**src/rtl/pixel_write_master_if.sv**
```systemverilog
// pixel_write_master_if: pixel input stream plus the Avalon-MM write bus of pixel_write_master.
// The master modport is the pixel_write_master side; slave is the upstream source / adapter side.
interface pixel_write_master_if #(
    parameter int COORD_W = 10
);
    logic               in_valid;
    logic               in_ready;
    logic [COORD_W-1:0] in_x;
    logic [COORD_W-1:0] in_y;
    logic [31:0]        in_color;
    logic [25:0]        avm_address;
    logic               avm_write;
    logic [31:0]        avm_writedata;
    logic               avm_waitrequest;

    modport master (
        input  in_valid, in_x, in_y, in_color, avm_waitrequest,
        output in_ready, avm_address, avm_write, avm_writedata
    );

    modport slave (
        output in_valid, in_x, in_y, in_color, avm_waitrequest,
        input  in_ready, avm_address, avm_write, avm_writedata
    );
endinterface

```
**src/rtl/pixel_write_master.sv**
```systemverilog
// pixel_write_master: buffers rasterised pixels in a small FIFO and issues one 32-bit Avalon-MM
// write per pixel at base_addr + (y*FB_WIDTH + x)*4. Define CLIP_EN to drop off-screen pixels.
module pixel_write_master #(
    parameter int FB_WIDTH   = 640,
    parameter int FB_HEIGHT  = 480,
    parameter int COORD_W    = 10,
    parameter int FIFO_DEPTH = 4
) (
    input  logic                 clock,
    input  logic                 reset,
    pixel_write_master_if.master bus,
    input  logic [25:0]          base_addr,
    output logic                 busy,
    output logic [31:0]          pixels_written,
    output logic [15:0]          clipped_count
);
    localparam int PTR_W = $clog2(FIFO_DEPTH);

    typedef enum logic [1:0] {
        IDLE,
        ISSUE,
        DRAIN_FIRST,
        DRAIN
    } state_t;

    // An empty block that only elaborates on a bad configuration, making it visible in the hierarchy.
    if (FIFO_DEPTH < 2 || (FIFO_DEPTH & (FIFO_DEPTH - 1)) != 0 || FB_WIDTH < 1 || FB_HEIGHT < 1)
    begin : g_bad_config
    end

    state_t             state;
    logic [COORD_W-1:0] fifo_x     [FIFO_DEPTH];
    logic [COORD_W-1:0] fifo_y     [FIFO_DEPTH];
    logic [31:0]        fifo_color [FIFO_DEPTH];
    logic [PTR_W-1:0]   wr_ptr;
    logic [PTR_W-1:0]   rd_ptr;
    logic [PTR_W:0]     count;
    logic               full;
    logic               in_ready_int;
    logic               push;
    logic               pop;
    logic [COORD_W-1:0] head_x;
    logic [COORD_W-1:0] head_y;
    logic [31:0]        head_color;
    logic [25:0]        pix_index;
    logic [25:0]        pop_address;
    logic [25:0]        avm_address_q;
    logic [31:0]        avm_writedata_q;
    logic               avm_write_q;

    assign full         = (count == (PTR_W + 1)'(FIFO_DEPTH));
    assign in_ready_int = reset && !full;
    assign push         = bus.in_valid && in_ready_int;
    assign pop          = (state == IDLE) && (count != '0);

    assign head_x     = fifo_x[rd_ptr];
    assign head_y     = fifo_y[rd_ptr];
    assign head_color = fifo_color[rd_ptr];

    // All address arithmetic is deliberately 26 bits wide so it wraps modulo 2^26.
    assign pix_index   = 26'(head_y) * 26'(FB_WIDTH) + 26'(head_x);
    assign pop_address = {pix_index[23:0], 2'b00} + base_addr;

    assign bus.in_ready      = in_ready_int;
    assign bus.avm_address   = avm_address_q;
    assign bus.avm_writedata = avm_writedata_q;
    assign bus.avm_write     = avm_write_q;
    assign busy              = (count != '0) || (state != IDLE);

`ifdef CLIP_EN
    localparam logic [31:0] FB_WIDTH_U  = FB_WIDTH;
    localparam logic [31:0] FB_HEIGHT_U = FB_HEIGHT;
    logic head_out_of_range;

    assign head_out_of_range = (32'(head_x) >= FB_WIDTH_U) || (32'(head_y) >= FB_HEIGHT_U);
`else
    assign clipped_count = '0;
`endif

    always_ff @(posedge clock) begin
        if (push) begin
            fifo_x[wr_ptr]     <= bus.in_x;
            fifo_y[wr_ptr]     <= bus.in_y;
            fifo_color[wr_ptr] <= bus.in_color;
        end
    end

    always_ff @(posedge clock) begin
        if (!reset) begin
            state           <= IDLE;
            wr_ptr          <= '0;
            rd_ptr          <= '0;
            count           <= '0;
            avm_write_q     <= 1'b0;
            avm_address_q   <= '0;
            avm_writedata_q <= '0;
            pixels_written  <= '0;
`ifdef CLIP_EN
            clipped_count   <= '0;
`endif
        end else begin
            if (push) begin
                wr_ptr <= wr_ptr + PTR_W'(1);
            end
            if (pop) begin
                rd_ptr <= rd_ptr + PTR_W'(1);
            end
            case ({push, pop})
                2'b10:   count <= count + (PTR_W + 1)'(1);
                2'b01:   count <= count - (PTR_W + 1)'(1);
                default: ;
            endcase

            // The adapter reads the low half late, so address/data stay frozen until IDLE reloads them.
            case (state)
                IDLE: begin
                    if (count != '0) begin
`ifdef CLIP_EN
                        if (head_out_of_range) begin
                            if (clipped_count != 16'hFFFF) begin
                                clipped_count <= clipped_count + 16'd1;
                            end
                        end else
`endif
                        begin
                            avm_address_q   <= pop_address;
                            avm_writedata_q <= head_color;
                            avm_write_q     <= 1'b1;
                            state           <= ISSUE;
                        end
                    end
                end
                ISSUE: begin
                    if (!bus.avm_waitrequest) begin
                        avm_write_q <= 1'b0;
                        state       <= DRAIN_FIRST;
                    end
                end
                DRAIN_FIRST: begin
                    state <= DRAIN;
                end
                DRAIN: begin
                    if (!bus.avm_waitrequest) begin
                        pixels_written <= pixels_written + 32'd1;
                        state          <= IDLE;
                    end
                end
                default: begin
                    state <= IDLE;
                end
            endcase
        end
    end
endmodule

```
**src/flat_wrapper.sv**
```systemverilog
// flat-port wrapper written by rule: the top's interface ports become plain ports
module pixel_write_master_flat 
#(
    parameter int FB_WIDTH   = 640,
    parameter int FB_HEIGHT  = 480,
    parameter int COORD_W    = 10,
    parameter int FIFO_DEPTH = 4
)
  (clock, reset, base_addr, busy, pixels_written, clipped_count, bus_in_valid, bus_in_x, bus_in_y, bus_in_color, bus_avm_waitrequest, bus_in_ready, bus_avm_address, bus_avm_write, bus_avm_writedata);
  pixel_write_master_if #(.COORD_W(COORD_W)) bus_i ();
  input  logic clock;
  input  logic reset;
  input  logic [25:0] base_addr;
  output logic busy;
  output logic [31:0] pixels_written;
  output logic [15:0] clipped_count;
  input wire logic [$bits(bus_i.in_valid)-1:0] bus_in_valid;
  input wire logic [$bits(bus_i.in_x)-1:0] bus_in_x;
  input wire logic [$bits(bus_i.in_y)-1:0] bus_in_y;
  input wire logic [$bits(bus_i.in_color)-1:0] bus_in_color;
  input wire logic [$bits(bus_i.avm_waitrequest)-1:0] bus_avm_waitrequest;
  output wire logic [$bits(bus_i.in_ready)-1:0] bus_in_ready;
  output wire logic [$bits(bus_i.avm_address)-1:0] bus_avm_address;
  output wire logic [$bits(bus_i.avm_write)-1:0] bus_avm_write;
  output wire logic [$bits(bus_i.avm_writedata)-1:0] bus_avm_writedata;
  assign bus_i.in_valid = bus_in_valid;
  assign bus_i.in_x = bus_in_x;
  assign bus_i.in_y = bus_in_y;
  assign bus_i.in_color = bus_in_color;
  assign bus_i.avm_waitrequest = bus_avm_waitrequest;
  assign bus_in_ready = bus_i.in_ready;
  assign bus_avm_address = bus_i.avm_address;
  assign bus_avm_write = bus_i.avm_write;
  assign bus_avm_writedata = bus_i.avm_writedata;
  pixel_write_master #(.FB_WIDTH(FB_WIDTH), .FB_HEIGHT(FB_HEIGHT), .COORD_W(COORD_W), .FIFO_DEPTH(FIFO_DEPTH)) u_core (.clock(clock), .reset(reset), .bus(bus_i), .base_addr(base_addr), .busy(busy), .pixels_written(pixels_written), .clipped_count(clipped_count));
endmodule
```
**config.mk**
```make
export PLATFORM = sky130hd
export DESIGN_NAME = pixel_write_master_flat
export DESIGN_NICKNAME = d
export VERILOG_FILES = /design/src/rtl/pixel_write_master_if.sv /design/src/rtl/pixel_write_master.sv /design/src/flat_wrapper.sv
export SDC_FILE = /design/constraint.sdc
export NUM_CORES = 1
export LEC_CHECK = 0
export CORE_MARGIN = 2
export CORE_UTILIZATION = 49
export DETAILED_ROUTE_END_ITERATION = 12
export PLACE_DENSITY = 0.87
export SYNTH_ARGS = -nofsm -noshare
export SYNTH_HDL_FRONTEND = slang
export SYNTH_SLANG_ARGS = --single-unit
```
**constraint.sdc**
```tcl
create_clock -name clock -period 5.3 [get_ports clock]
set_clock_uncertainty 0.1 [all_clocks]
set_input_delay 0.53 -clock clock [delete_from_list [all_inputs] [get_ports clock]]
set_output_delay 0.53 -clock clock [all_outputs]
set_load 0.1 [all_outputs]
```
# Word level (Yosys, flattened, before mapping)
# Memories as Yosys holds them, arrays and structs flattened. A register that Yosys moved wholly into a read port is not among the register bits.
# Cells that the tools add are included.
[classes]
n_addsub = 7
multipliers = 1
div_mod_pow = 0
magnitude_cmp = 0
eq_ne = 9
n_shift = 0
n_mux = 14
n_bitwise = 1
reduce_logical = 15
[ops]
columns = ["operator", "n"]
rows = [
  ["$add A32 B1 Y32 const B", 1],
  ["$add A26 B26 Y26", 1],
  ["$add A20 B10 Y21", 1],
  ["$mux W2", 7],
  ["$mul A10 B3 Y13 const B", 1],
  ["$pmux W2 S4", 1],
  ["$eq A2 B2 Y1 const B", 3],
  ["$ne A2 B2 Y1 const B", 3],
  ["$pmux W3 S2", 1],
  ["$reduce_and A3 Y1", 2],
  ["$reduce_bool A2 Y1", 3],
  ["$add A2 B1 Y2 const B", 2],
  ["$eq A2 B1 Y1 const B", 2],
  ["$mux W1", 4],
  ["$reduce_and A2 Y1", 2],
  ["$add A3 B1 Y3 const B", 1],
  ["$eq A3 B3 Y1 const B", 1],
  ["$logic_and A1 B1 Y1", 3],
  ["$reduce_bool A3 Y1", 1],
  ["$sub A3 B1 Y3 const B", 1],
  ["$logic_not A1 Y1", 2],
  ["$logic_not A2 Y1", 1],
  ["$pmux W1 S2", 1],
  ["$logic_or A1 B1 Y1", 1],
  ["$not A1 Y1", 1],
]
[totals]
register_bits = 68
latch_bits = 0
ram_bits = 208
mem_bits_ro = 0
in_bits = 82
elab_cells = 57
n_memories = 3
[mem_list]
columns = ["memory", "words", "word_bits", "rd", "rd_clocked_by_memory_dff", "wr", "line_no", "rtl"]
rows = [
  ["u_core.fifo_color", 4, 32, 1, 1, 1, "pixel_write_master.sv:34", "logic [31:0] fifo_color [FIFO_DEPTH];"],
  ["u_core.fifo_x", 4, 10, 1, 1, 1, "pixel_write_master.sv:32", "logic [COORD_W-1:0] fifo_x [FIFO_DEPTH];"],
  ["u_core.fifo_y", 4, 10, 1, 1, 1, "pixel_write_master.sv:33", "logic [COORD_W-1:0] fifo_y [FIFO_DEPTH];"],
]

# Longest topological paths before layout
[logic_depth]
ltp_word = 6
depth_mapped = 22

# Worst setup path after synthesis
# No wires, ideal clock.
[synth_path]
path_kind = "reg-to-reg"
startpoint = "reg with a tool-made name"
endpoint = "reg u_core.avm_address_q[24] (netlist: u_core.bus.avm_address[24])"
setup_time_ns = 0.123
arrival_time_ns = 4.808
path_slack_ns = 0.269
path_stages_with_launch = 23
synth_period_minus_slack_ns = 5.031
path_cell_list = "dfxtp_1 > buf_2 > buf_2 > mux4_2 > ha_1 > ha_1 > inv_1 > fa_1 > nor2b_1 > o311ai_1 > a211o_1 > o2111ai_1 > and4bb_1 > o21ai_0 > o211ai_1 > ha_1 > a21o_1 > a21oi_1 > nand2_1 > a41o_1 > o221ai_1 > xor2_1 > o21ai_1"
[synth_lines]
columns = ["element", "line_no", "rtl"]
rows = [
  ["to (signal assigned)", "pixel_write_master.sv:126", "avm_address_q <= pop_address;"],
  ["to (decl)", "pixel_write_master.sv:47", "logic [25:0] avm_address_q;"],
]

==> metrics.cfg <==
[clocking]
cts_tree=done
insertion_delay_ns=0.56
cts_buffers=30
clk_pin_slew_ns=0.06
cts.htree.levels=1
cts_hold_buf=0
cts_resized=0
cts_max_path_buffers=3
cts-root-buf=clkbuf_16
numClockSinks=310
cts_setup_buffers=0

[synth]
synth_ff_type=edfxtp_1
synthCells=1019
yosysUniqueCellTypes=60
yosysWarnings=0
yosysSeqAreaShare=0.615
synth_compound_area_frac=0.0715
synth-edff-count=208
synthSimpleGateAreaFrac=0.104
synth_fa_ha_area_frac=0.0533
netlist_area_sq_um=13500
ys_seq_elements=310
synth_top_family_by_area=simple AND/OR/NAND/NOR gates
synthMuxAreaShare=0.0877
async_flop_share=0
synth_xor_area_frac=0.0403
avgSynthCellArea_sq_um=13.2

[cells_and_area]
fin_area_sq_um=16600
nets=1340
drive_gt1_frac=0.110
mostFrequentLayoutCell=edfxtp_1
mostFrequentLayoutCells=edfxtp_1 (208), clkdlybuf4s50_1 (173), nand2_1 (138)
synthToLayoutAreaGrowth_pct=23.0

[route]
drt-initial-drc-count=716
wl_per_cell_um=19.6
drc=0
via_per_inst=5.67
antenna_left=0
dr.pass1.iters=6
met1Wirelength_um=12500
top_layer_used=met4
vias=8901
wl_um=30700
routed-wl-met3_um=2190
wl_met2_um=15200

[die]
die_h_um=170
core_sq_um=27000
die_w_um=170
num_rows=60
ioPinCount=191
start_util=0.500
die_area_sq_um=28800

[timing]
fmax_mhz=204
fin_crit_sh=0.927
fin_crit_ns=4.91
setup_violations=0
hold_viol=0
drv_slew=0
finalSetupTns_ns=0
worstMarginPinSlew_ns=1.08
slew_headroom=0.276

[outcome]
status=completed

[grt]
grt_max_degree=83
gr-total-overflow=0
antenna_found_initial=1
grt_pass1_wl_um=47600
grt_use_total=0.212
grt_pass1_vias=8839

[worst_setup_path]
cp.arrival_ns=5.25
crit_type=flip-flop to flip-flop
worstSetupEndpointType=flip-flop
critPathMaxFanout=9
start_kind=flip-flop
cp.required_ns=5.63

[pwr]
p_leak_nw=5.72
fin_total_pwr_mw=11.4
vdd_ir_drop_max_uv=494
power_density_nw_per_um2=686

[hold_path]
hold_path_class=flip-flop to flip-flop

[placement]
portBuffers=174
place_area_sq_um=15600
dpl.hpwl_um=20800
routabilityCongestion=0.901

[flow_run]
cap_viol_max_count=0

[metal layers]
metal	GRT usage	vias up
li1	-	4116
met1	0.266	4393
met2	0.373	337
met3	0.0415	55
met4	0.0643	0
met5	0	-
[cells in the mapped netlist (all sizes together) (7+ instances only)]
cell	instances	area [sq um]
inv	23	86.3
xor2	35	307
buf	22	149
o211ai	8	73.8
nor2	57	219
nor3	7	35.0
o21ai	25	125
nand2	138	518
and3	12	75.1
nand3	26	130
a21o	8	60.1
dfxtp	102	2040
ha	51	638
nand4	15	100
clkbuf	35	131
and2	16	100
or3	7	43.8
a21oi	78	390
mux4	52	1170
xnor2	27	236
edfxtp	208	6250
[cell families (layout without fill, tap and decap cells)]
kind of cell | count (synthesis) | count (layout)
fa+ha+maj | 55 | 55
compound gates | 156 | 156
mux | 53 | 53
other cells | 1 | 18
simple gates | 302 | 302
buf+inv | 80 | 272
xor+xnor | 62 | 62
flops | 310 | 310
[worst max-delay path, cell delays in order (launching register included)]
cell and delay [ns]:
dfxtp_1 0.33, buf_4 0.21, mux4_2 0.58, ha_1 0.31, ha_1 0.17, inv_1 0.06
fa_1 0.44, nor2b_2 0.18, o311ai_2 0.12, a211o_1 0.31, o2111ai_1 0.19, and4bb_1 0.24
o21ai_0 0.08, o211ai_1 0.09, ha_1 0.29, a21o_1 0.20, a21oi_1 0.15, nand2_1 0.07
a41o_1 0.21, o221ai_1 0.23, xor2_1 0.17, o21ai_1 0.07
[final timing paths]
path         depth (start not counted)  slack [ns]                    endpoint                  startpoint
max                                 21        0.39  u_core.bus.avm_address[24]                   flip-flop
min                                  2        0.35  u_core.bus.avm_address[16]  u_core.bus.avm_address[16]
max reg2reg                         21        0.39  u_core.bus.avm_address[24]                   flip-flop
min reg2reg                          2        0.35  u_core.bus.avm_address[16]  u_core.bus.avm_address[16]
[area by class of cell]
cell class              count  area [sq um]
diodes                      1          2.50
clock buffers              44           853
fillers                  2009         10400
flip-flops and latches    310          8290
multi-input cells         645          4890
well taps                 341           427
inverters                  23          86.3
clock inverters            12           124
repair buffers            193          1890
[stage by stage]
stage	hold WS, ns	util	instances	worst slack, ns
6_report	0.347	0.615	1569	0.387
3_3_place_gp	0.341	0.578	1512	0.464
5_1_grt	0.370	0.615	1568	-0.0129
2_1_floorplan	0.369	-	1035	0.269
3_5_place_dp	0.343	0.578	1512	0.348
4_1_cts	0.351	0.614	1568	0.323
[sequential cells by signal (all words and copies together), names as in the netlist, named ones only]
name                      flops
u_core.count                  3
u_core.bus.avm_write          1
u_core.rd_ptr                 2
u_core.pixels_written        32
u_core.bus.avm_address       26
u_core.fifo_x                40
u_core.fifo_color           128
u_core.fifo_y                40
u_core.state                  2
u_core.bus.avm_writedata     32
u_core.wr_ptr                 2
[report_power, final]
group | internal, mW | switching, mW
combinational | 2.09 | 4.12
clock | 1.21 | 0.890
sequential | 2.88 | 0.171
Power figures use the tool's default switching activity.
